==> config.mk <==
export PLATFORM = sky130hd
export DESIGN_NAME = girl_anim_ctrl
export DESIGN_NICKNAME = d
export VERILOG_FILES = /design/src/rtl/girl_anim_ctrl.sv
export SDC_FILE = /design/constraint.sdc
export NUM_CORES = 1
export LEC_CHECK = 0
export CORE_MARGIN = 2
export CORE_UTILIZATION = 30
export CTS_BUF_LIST = sky130_fd_sc_hd__clkbuf_8
export CTS_CLUSTER_SIZE = 25
export DETAILED_ROUTE_END_ITERATION = 6
export HOLD_SLACK_MARGIN = 0.08
export SLEW_MARGIN = 20
export SYNTH_ARGS = -nofsm -noshare
export SYNTH_HDL_FRONTEND = slang
export SYNTH_SLANG_ARGS = --single-unit
==> constraint.sdc <==
create_clock -name Clk -period 3.37 [get_ports Clk]
set_input_delay 0.674 -clock Clk [delete_from_list [all_inputs] [get_ports Clk]]
set_output_delay 0.674 -clock Clk [all_outputs]
set_load 0.02 [all_outputs]
==> src/rtl/girl_anim_ctrl.sv <==
// Girl sprite animation sequencer and 20x40 ROM address generator.
// Optional build macro GIRL_ANIM_MIRROR_EN: left run reuses right-run ROMs with column mirroring.
module girl_anim_ctrl #(
    parameter int SPR_W = 20,
    parameter int SPR_H = 40,
    parameter int HOLD  = 4
) (
    input  logic        Clk,
    input  logic        Reset,
    input  logic        frame_tick,
    input  logic        move_left,
    input  logic        move_right,
    input  logic [9:0]  PosX,
    input  logic [9:0]  PosY,
    input  logic [9:0]  DrawX,
    input  logic [9:0]  DrawY,
    output logic [2:0]  frame_sel,
    output logic [10:0] sprite_addr,
    output logic        sprite_on
);
    localparam int CW = (HOLD > 1) ? $clog2(HOLD) : 1;

    typedef enum logic [2:0] {IDLE, R_A, R_B, L_A, L_B} state_t;

    state_t        state, nxt;
    logic [CW-1:0] cnt, cnt_nxt;
    logic          go_r, go_l, in_r, in_l;

    function automatic logic [2:0] sel_of(input state_t s);
        case (s)
            R_A:     sel_of = 3'd1;
            R_B:     sel_of = 3'd2;
`ifdef GIRL_ANIM_MIRROR_EN
            L_A:     sel_of = 3'd1;
            L_B:     sel_of = 3'd2;
`else
            L_A:     sel_of = 3'd3;
            L_B:     sel_of = 3'd4;
`endif
            default: sel_of = 3'd0;
        endcase
    endfunction

    assign go_r = move_right & ~move_left;
    assign go_l = move_left & ~move_right;
    assign in_r = (state == R_A) || (state == R_B);
    assign in_l = (state == L_A) || (state == L_B);

    always_comb begin
        nxt     = state;
        cnt_nxt = cnt;
        if (!go_r && !go_l) begin
            nxt     = IDLE;
            cnt_nxt = '0;
        end else if (go_r && !in_r) begin
            nxt     = R_A;
            cnt_nxt = '0;
        end else if (go_l && !in_l) begin
            nxt     = L_A;
            cnt_nxt = '0;
        end else if (cnt == CW'(HOLD - 1)) begin
            cnt_nxt = '0;
            case (state)
                R_A:     nxt = R_B;
                R_B:     nxt = R_A;
                L_A:     nxt = L_B;
                L_B:     nxt = L_A;
                default: nxt = IDLE;
            endcase
        end else begin
            cnt_nxt = cnt + 1'b1;
        end
    end

    // Image only changes on the frame tick, so frame_sel is stable for the whole frame.
    always_ff @(posedge Clk or posedge Reset) begin
        if (Reset) begin
            state     <= IDLE;
            cnt       <= '0;
            frame_sel <= 3'd0;
        end else if (frame_tick) begin
            state     <= nxt;
            cnt       <= cnt_nxt;
            frame_sel <= sel_of(nxt);
        end
    end

    logic [9:0]  col, row;
    logic [10:0] col_eff, lin;
    logic        hit;

    assign col = DrawX - PosX;
    assign row = DrawY - PosY;
    assign hit = (DrawX >= PosX) && (32'(col) < SPR_W) &&
                 (DrawY >= PosY) && (32'(row) < SPR_H);
`ifdef GIRL_ANIM_MIRROR_EN
    assign col_eff = in_l ? (11'(SPR_W - 1) - 11'(col)) : 11'(col);
`else
    assign col_eff = 11'(col);
`endif
    assign lin = 11'(row) * 11'(SPR_W) + col_eff;

    always_ff @(posedge Clk or posedge Reset) begin
        if (Reset) begin
            sprite_on   <= 1'b0;
            sprite_addr <= '0;
        end else begin
            sprite_on   <= hit;
            sprite_addr <= hit ? lin : 11'd0;
        end
    end
endmodule

# Word level (Yosys, flattened, before mapping)

Index checks and enable logic that the tools add are counted.

Register bits: 20
Logic and storage cells: 50

Add/subtract/negate cells: 4
Multiply operators: 1
Order comparisons: 4
Eq/ne operators: 9
Multiplexer cells: 11
Bitwise gates (word level): 4
Reduce and logical (&&, ||, !) cells: 12

Operators with widths:

| cell                   | number |
|---|---|
| $pmux W3 S4            | 2 |
| $ge A10 B10 Y1         | 2 |
| $sub A10 B10 Y10       | 2 |
| $eq A3 B2 Y1 const B   | 4 |
| $mux W3                | 4 |
| $add A11 B10 Y11       | 1 |
| $mux W11               | 1 |
| $lt A10 B5 Y1 const B  | 1 |
| $lt A10 B6 Y1 const B  | 1 |
| $mul A10 B3 Y9 const B | 1 |
| $mux W2                | 4 |
| $eq A3 B1 Y1 const B   | 2 |
| $eq A3 B3 Y1 const B   | 2 |
| $logic_and A1 B1 Y1    | 6 |
| $logic_not A1 Y1       | 4 |
| $add A2 B1 Y2 const B  | 1 |
| $and A1 B1 Y1          | 2 |
| $eq A2 B2 Y1 const B   | 1 |
| $logic_or A1 B1 Y1     | 2 |
| $not A1 Y1             | 2 |

# Depth between registers and ports, before layout

Depth in word-level cells: 9
Mapped depth: 18

# Least setup slack after synthesis

No wires, ideal clock.

Path kind: input port to flip-flop
Start point: input port PosY[1]
End point: register sprite_addr[10]
Arrival: 3.782 ns
Required time: 3.284 ns
Path slack: -0.498 ns
Cell stages on the path: 17
Path through: inv_1 > ha_1 > nand2b_1 > a21boi_0 > or3_1 > and2_1 > ha_1 > ha_1 > fa_1 > a21o_1 > a21oi_1 > xnor2_1 > ha_1 > a21oi_1 > o21ai_0 > xnor2_1 > nor3_1

Word-level cells in the longest chain between the ends: 4

Ends and longest elaborated chain:

| element                                                 | line    | RTL |
|---|---|---|
| from (decl)                                             | 14      | `input logic [9:0] PosY,` |
| $sub A10 B10 Y10 or $ge A10 B10 Y1 (tied branches)      | 93, 95  |  |
| $mul A10 B3 Y9 (tied with other cells)                  | 101     | `assign lin = 11'(row) * 11'(SPR_W) + col_eff;` |
| $add A11 B10 Y11 or $logic_and A1 B1 Y1 (tied branches) | 101, 95 |  |
| $mux W11 (*)                                            | 109     | `sprite_addr <= hit ? lin : 11'd0;` |
| to (signal assigned)                                    | 109     |  |
| to (decl)                                               | 18      | `output logic [10:0] sprite_addr,` |

Every way passes the cells marked *; elsewhere a longest branch is shown, timed or not.
A chain may end at the register's enable or synchronous reset.

# Final worst setup path

Start point: input port PosY[4]
End point: register sprite_addr[10]

Same word-level chain as after synthesis.

==> run summary <==
The area growth from synthesis to layout is 63.26%. The maximum level of the CTS H-tree was 1. Walking the worst path, the cells encountered are clkdlybuf4s50_1, inv_2, ha_4, o21ai_1, and2_1, nor2_1, a21oi_1, xnor2_1, ha_1, a21o_1, a21oi_2, xnor2_1, ha_1, a21oi_2, o21ai_2, xnor2_1, nor3_1. Per report_power, the sequential group accounts for 13.5% of the total.

The number of enable-type register cells in the synthesized netlist came out at 0. The tools report the total placed instance area as 0.003946 mm2. Net switching is 39.67% of the power. Flop and latch count out of synthesis: 20. The horizontal die dimension works out to 98.94 um. The logs give 7150 um for the total wire length after detailed routing and 34 for the placement row count. Headroom to the max-slew limit came out at 51.73%. The summed instance area of the synthesized netlist was 0.002704 mm2; the post-route antenna net violation count was 0.

The final max-slew violation count is 0, and the achievable clock frequency is 280.3 MHz. The share of total power dissipated in combinational logic is 77.6%. The final net count was 555. Across the run, the number of max-cap violations was 0.

The detailed-routing iteration count for the pre-antenna-repair pass was 4. Floorplan die height: 98.94 um. Setup violations remaining at the end of the flow were counted as 3. By area the synthesized netlist is led by sky130_fd_sc_hd__ha_1 (19%), sky130_fd_sc_hd__dfrtp_1 (19%), sky130_fd_sc_hd__inv_1 (6.9%). For the final-layout fill cell count, the log shows 831.

In the final routed layout, each cell accounts on average for 12.50 um. Minimum clock period after layout: 3568 ps. The checks that failed: negative setup slack. The flow ran to the end, but the final reports show violations.

The clock network burns 8.9% of the power. For the final database, setup skew stands at 4.130 ps. In the synthesized netlist the dominant register cell turns out to be sky130_fd_sc_hd__dfrtp_1.

Timing analysis after detailed placement gives a worst setup slack of -979.4 ps. The number of distinct library cells after synthesis was 55; the number of buffer and inverter stages on the critical path was 2. The first global-routing pass estimated 12100 um of wire. In this run the standard cell core region covers 0.008721 mm2. The transition time at the pin with the least slew margin came out at 723.3 ps. The worst-skew pair later-pin latency is 250 ps.

For this run, asynchronously set or reset flops after synthesis account for 100.0%. Counting along the longest clock path gives a buffer depth of 2. Total power: 1.986 mW. The synthesized design spends more area on one cell type than any other, namely sky130_fd_sc_hd__ha_1.

In this run the worst path has a maximum fanout of 6. In this design, the stage delay of the slowest critical-path cell is 470 ps. The area of all placed cells without fillers came out at 0.004414 mm2.

The path class of the tightest hold or removal check is reg2reg. The final critical-path setup slack is -197.8 ps, and the via count of the routed design is 2764. Summed over all nets, the switching power comes to 787.8 uW. The number of nets in the synthesized netlist is 422. Type of destination of the critical path: a flop.

The sink count of the clock tree was 20. Broken down by cell family, the worst path's largest delay share belongs to adder cells. Setup repair after global routing could not meet its margin everywhere. The static power due to leakage was 2.039 nW; the cell internal power dissipation was 1.198 mW.

The Yosys step of the flow raised 0 warnings. The share of Yosys cell area claimed by the top area cell type is 18.97%. The mean instance size in the synthesized netlist was 8.144 um2. In this run, the number of DRC markers left after iteration 0 of detailed routing was 39. The repair_antennas step left the layout with diodes totalling 0. The clock transition time at the flip-flop clock pins of the worst setup and hold paths came out at 70 ps. The number of vias per cell was 4.832; the initial standard-cell utilization of the core was 31.00%. The ratio of final minimum period to clock period came out at 105.9%. After legalization and detailed placement, the total HPWL measured 5720 um. For this design the top-level I/O count stands at 60.

The total count of hold-check failures in the final report is 0. The most used cell along the critical path was sky130_fd_sc_hd__xnor2_1. Summed over all layers, the global routing overflow is 0.

The tree is rooted in a sky130_fd_sc_hd__clkbuf_8. For the area enclosed by the die boundary, the log shows 0.009788 mm2. Sequential element share of the synthesized area: 18.51%. The critical path is of the in2reg type. The areal power density over the cells came out at 449.9 mW/mm2.

The number of buffers created by CTS is 3, and the critical path data required time is 3530 ps. The cell count after synthesis came out at 332. The worst setup path is launched from an input pin. The congestion estimate from routability-driven global placement came to 0.8274. The largest individual stage delay along the critical path comes from the cell sky130_fd_sc_hd__clkdlybuf4s50_1. The quantity of hold-fixing buffers added after cts is 0, and the count of buffers inserted at the top-level ports is 59. Across the VDD grid, the largest voltage drop is 0.0002815 V. TritonCTS built the clock tree. Global routing consumed, over all layers together, 14.59% of the routing resources.

The number of global-route vias before repair is 2798. The number of antenna violations at the first check in global routing was 0; the final routed DRC violation total was 0. In the final layout, the share of cells above drive strength 1 is 34.91%. Entering global routing, the biggest net connects 21 pins. The tools report the arrival time of data at the critical path endpoint as 3730 ps.
-- per-stage QoR --
stage / util [%] / hold WS (ps) / cells / TNS, ps
finish: 50.62 / 498.9 / 572 / -431.0
global route: 50.62 / 540.6 / 572 / -851.5
CTS: 48.44 / 499.5 / 566 / -524.2
detailed placement: 45.25 / 482.4 / 552 / -6107
global placement: 45.25 / 478.6 / 552 / -5452
floorplan: - / 503.9 / 332 / -358.6
-- worst register-to-register path, cell delays in order, from the launching register on --
cell and delay, ps:
sky130_fd_sc_hd__dfrtp_1 400, sky130_fd_sc_hd__ha_1 320, sky130_fd_sc_hd__a211o_1 310, sky130_fd_sc_hd__a221oi_1 280
sky130_fd_sc_hd__or3_1 190, sky130_fd_sc_hd__nor2_1 60, sky130_fd_sc_hd__a22o_1 190
-- state kept, by name, summed over array words and instances (netlist names) --
signal	cells
sprite_on	1
frame_sel	3
sprite_addr	11
state	3
cnt	2
-- final cells by class --
| cell class | instances | area (um2) | share of cell area [%] |
|---|---|---|---|
| repair buffers | 138 | 1204 | 27.27 |
| well taps | 108 | 135.1 | 3.061 |
| clock buffers | 4 | 55.05 | 1.247 |
| multi-input cells | 252 | 2325 | 52.66 |
| inverters | 50 | 195.2 | 4.422 |
| flip-flops and latches | 20 | 500.5 | 11.34 |
-- worst paths after layout --
check,cells after the start,slack (ps),endpoint,startpoint
worst max-delay path,17,-200,sprite_addr[10]$_DFF_PP0_,PosY[4]
min in group asynchronous,2,840,frame_sel[2]$_DFFE_PP0P_,Reset
worst max register to register,6,1510,frame_sel[0]$_DFFE_PP0P_,cnt[0]$_DFFE_PP0P_
worst min-delay path,1,500,frame_sel[1]$_DFFE_PP0P_,frame_sel[1]$_DFFE_PP0P_
worst min register to register,1,500,frame_sel[1]$_DFFE_PP0P_,frame_sel[1]$_DFFE_PP0P_
max in group asynchronous,2,2070,sprite_addr[10]$_DFF_PP0_,Reset
-- placed cells by master (no fill, tap or decap), types with 2 or more instances in the layout --
master / Yosys / routed
sky130_fd_sc_hd__nor3_2: 9 / 8
sky130_fd_sc_hd__clkdlybuf4s50_1: 0 / 47
sky130_fd_sc_hd__o211ai_1: 3 / 3
sky130_fd_sc_hd__and3_1: 2 / 2
sky130_fd_sc_hd__nor3_1: 12 / 11
sky130_fd_sc_hd__a211oi_2: 0 / 2
sky130_fd_sc_hd__inv_2: 0 / 7
sky130_fd_sc_hd__nor2b_1: 4 / 3
sky130_fd_sc_hd__xor2_1: 8 / 5
sky130_fd_sc_hd__clkbuf_8: 0 / 4
sky130_fd_sc_hd__nor3_4: 0 / 2
sky130_fd_sc_hd__dfrtp_1: 20 / 20
sky130_fd_sc_hd__a21o_1: 9 / 9
sky130_fd_sc_hd__o21ai_1: 2 / 3
sky130_fd_sc_hd__a211o_1: 2 / 2
sky130_fd_sc_hd__nand3_1: 5 / 4
sky130_fd_sc_hd__ha_4: 0 / 13
sky130_fd_sc_hd__a21oi_2: 0 / 9
sky130_fd_sc_hd__nor2_1: 18 / 18
sky130_fd_sc_hd__dlymetal6s2s_1: 0 / 3
sky130_fd_sc_hd__nand2_1: 14 / 13
sky130_fd_sc_hd__ha_1: 41 / 26
sky130_fd_sc_hd__o21bai_1: 7 / 7
sky130_fd_sc_hd__buf_2: 6 / 5
sky130_fd_sc_hd__a22o_1: 3 / 3
sky130_fd_sc_hd__o21ai_0: 18 / 15
sky130_fd_sc_hd__ha_2: 0 / 2
sky130_fd_sc_hd__nand4_1: 8 / 8
sky130_fd_sc_hd__xor2_2: 0 / 2
sky130_fd_sc_hd__xnor2_1: 19 / 18
sky130_fd_sc_hd__or4_4: 1 / 2
sky130_fd_sc_hd__buf_4: 0 / 73
sky130_fd_sc_hd__buf_6: 1 / 7
sky130_fd_sc_hd__a21oi_1: 25 / 16
sky130_fd_sc_hd__a31oi_1: 2 / 2
sky130_fd_sc_hd__o21ai_2: 0 / 2
sky130_fd_sc_hd__o22ai_1: 2 / 2
sky130_fd_sc_hd__inv_1: 50 / 41
sky130_fd_sc_hd__fa_2: 0 / 4
sky130_fd_sc_hd__and2_1: 3 / 2
-- synthesized netlist by cell type, types with 4 or more instances --
cell type,count
sky130_fd_sc_hd__dfrtp_1,20
sky130_fd_sc_hd__a21oi_1,25
sky130_fd_sc_hd__fa_1,4
sky130_fd_sc_hd__nand2_1,14
sky130_fd_sc_hd__nor3_1,12
sky130_fd_sc_hd__xnor2_1,19
sky130_fd_sc_hd__a21o_1,9
sky130_fd_sc_hd__o21bai_1,7
sky130_fd_sc_hd__xor2_1,8
sky130_fd_sc_hd__nand4_1,8
sky130_fd_sc_hd__nor3_2,9
sky130_fd_sc_hd__buf_2,6
sky130_fd_sc_hd__o21ai_0,18
sky130_fd_sc_hd__inv_1,50
sky130_fd_sc_hd__nor2b_1,4
sky130_fd_sc_hd__nor2_1,18
sky130_fd_sc_hd__ha_1,41
sky130_fd_sc_hd__nand3_1,5
-- power groups by stage --
stage                     logic [mW]  registers, mW  clock network (mW)
after floorplan                0.827          0.267                   0
after global placement          1.26          0.273                   0
after detailed placement        1.29          0.273                   0
after CTS                       1.42          0.268               0.182
after global routing            1.71          0.270               0.197
final                           1.54          0.268               0.177
-- logic make-up (layout without fill, tap and decap cells) --
family / after synthesis / after routing / share of synthesized area [%]
and+or+nand+nor: 85 / 85 / 17.54
AOI/OAI and AO/OA: 94 / 94 / 23.55
adders and majority gates: 45 / 45 / 21.93
xor gates and xnor gates: 28 / 28 / 9.579
buffers and inverters: 60 / 192 / 8.885
DFF: 20 / 20 / 18.51
-- what timing repair did --
item | 4_1_cts | 5_1_grt
setup endpoints to repair | 12 | 11
pin swaps | 38 | 21
gates resized for setup | 68 | 30
cloned | 0 | 0
buffers inserted | 10 | 6
-- metal layers --
| metal | wire [um] | up-vias | GRT usage, % |
|---|---|---|---|
| met2 | 3605 | 53 | 26.56 |
| met5 | 0 | - | 0 |
| met4 | 110 | 0 | 4.110 |
| met1 | 3234 | 1271 | 18.34 |
| li1 | - | 1432 | - |
| met3 | 199 | 8 | 1.206 |
(Power assumes the default switching activity.)
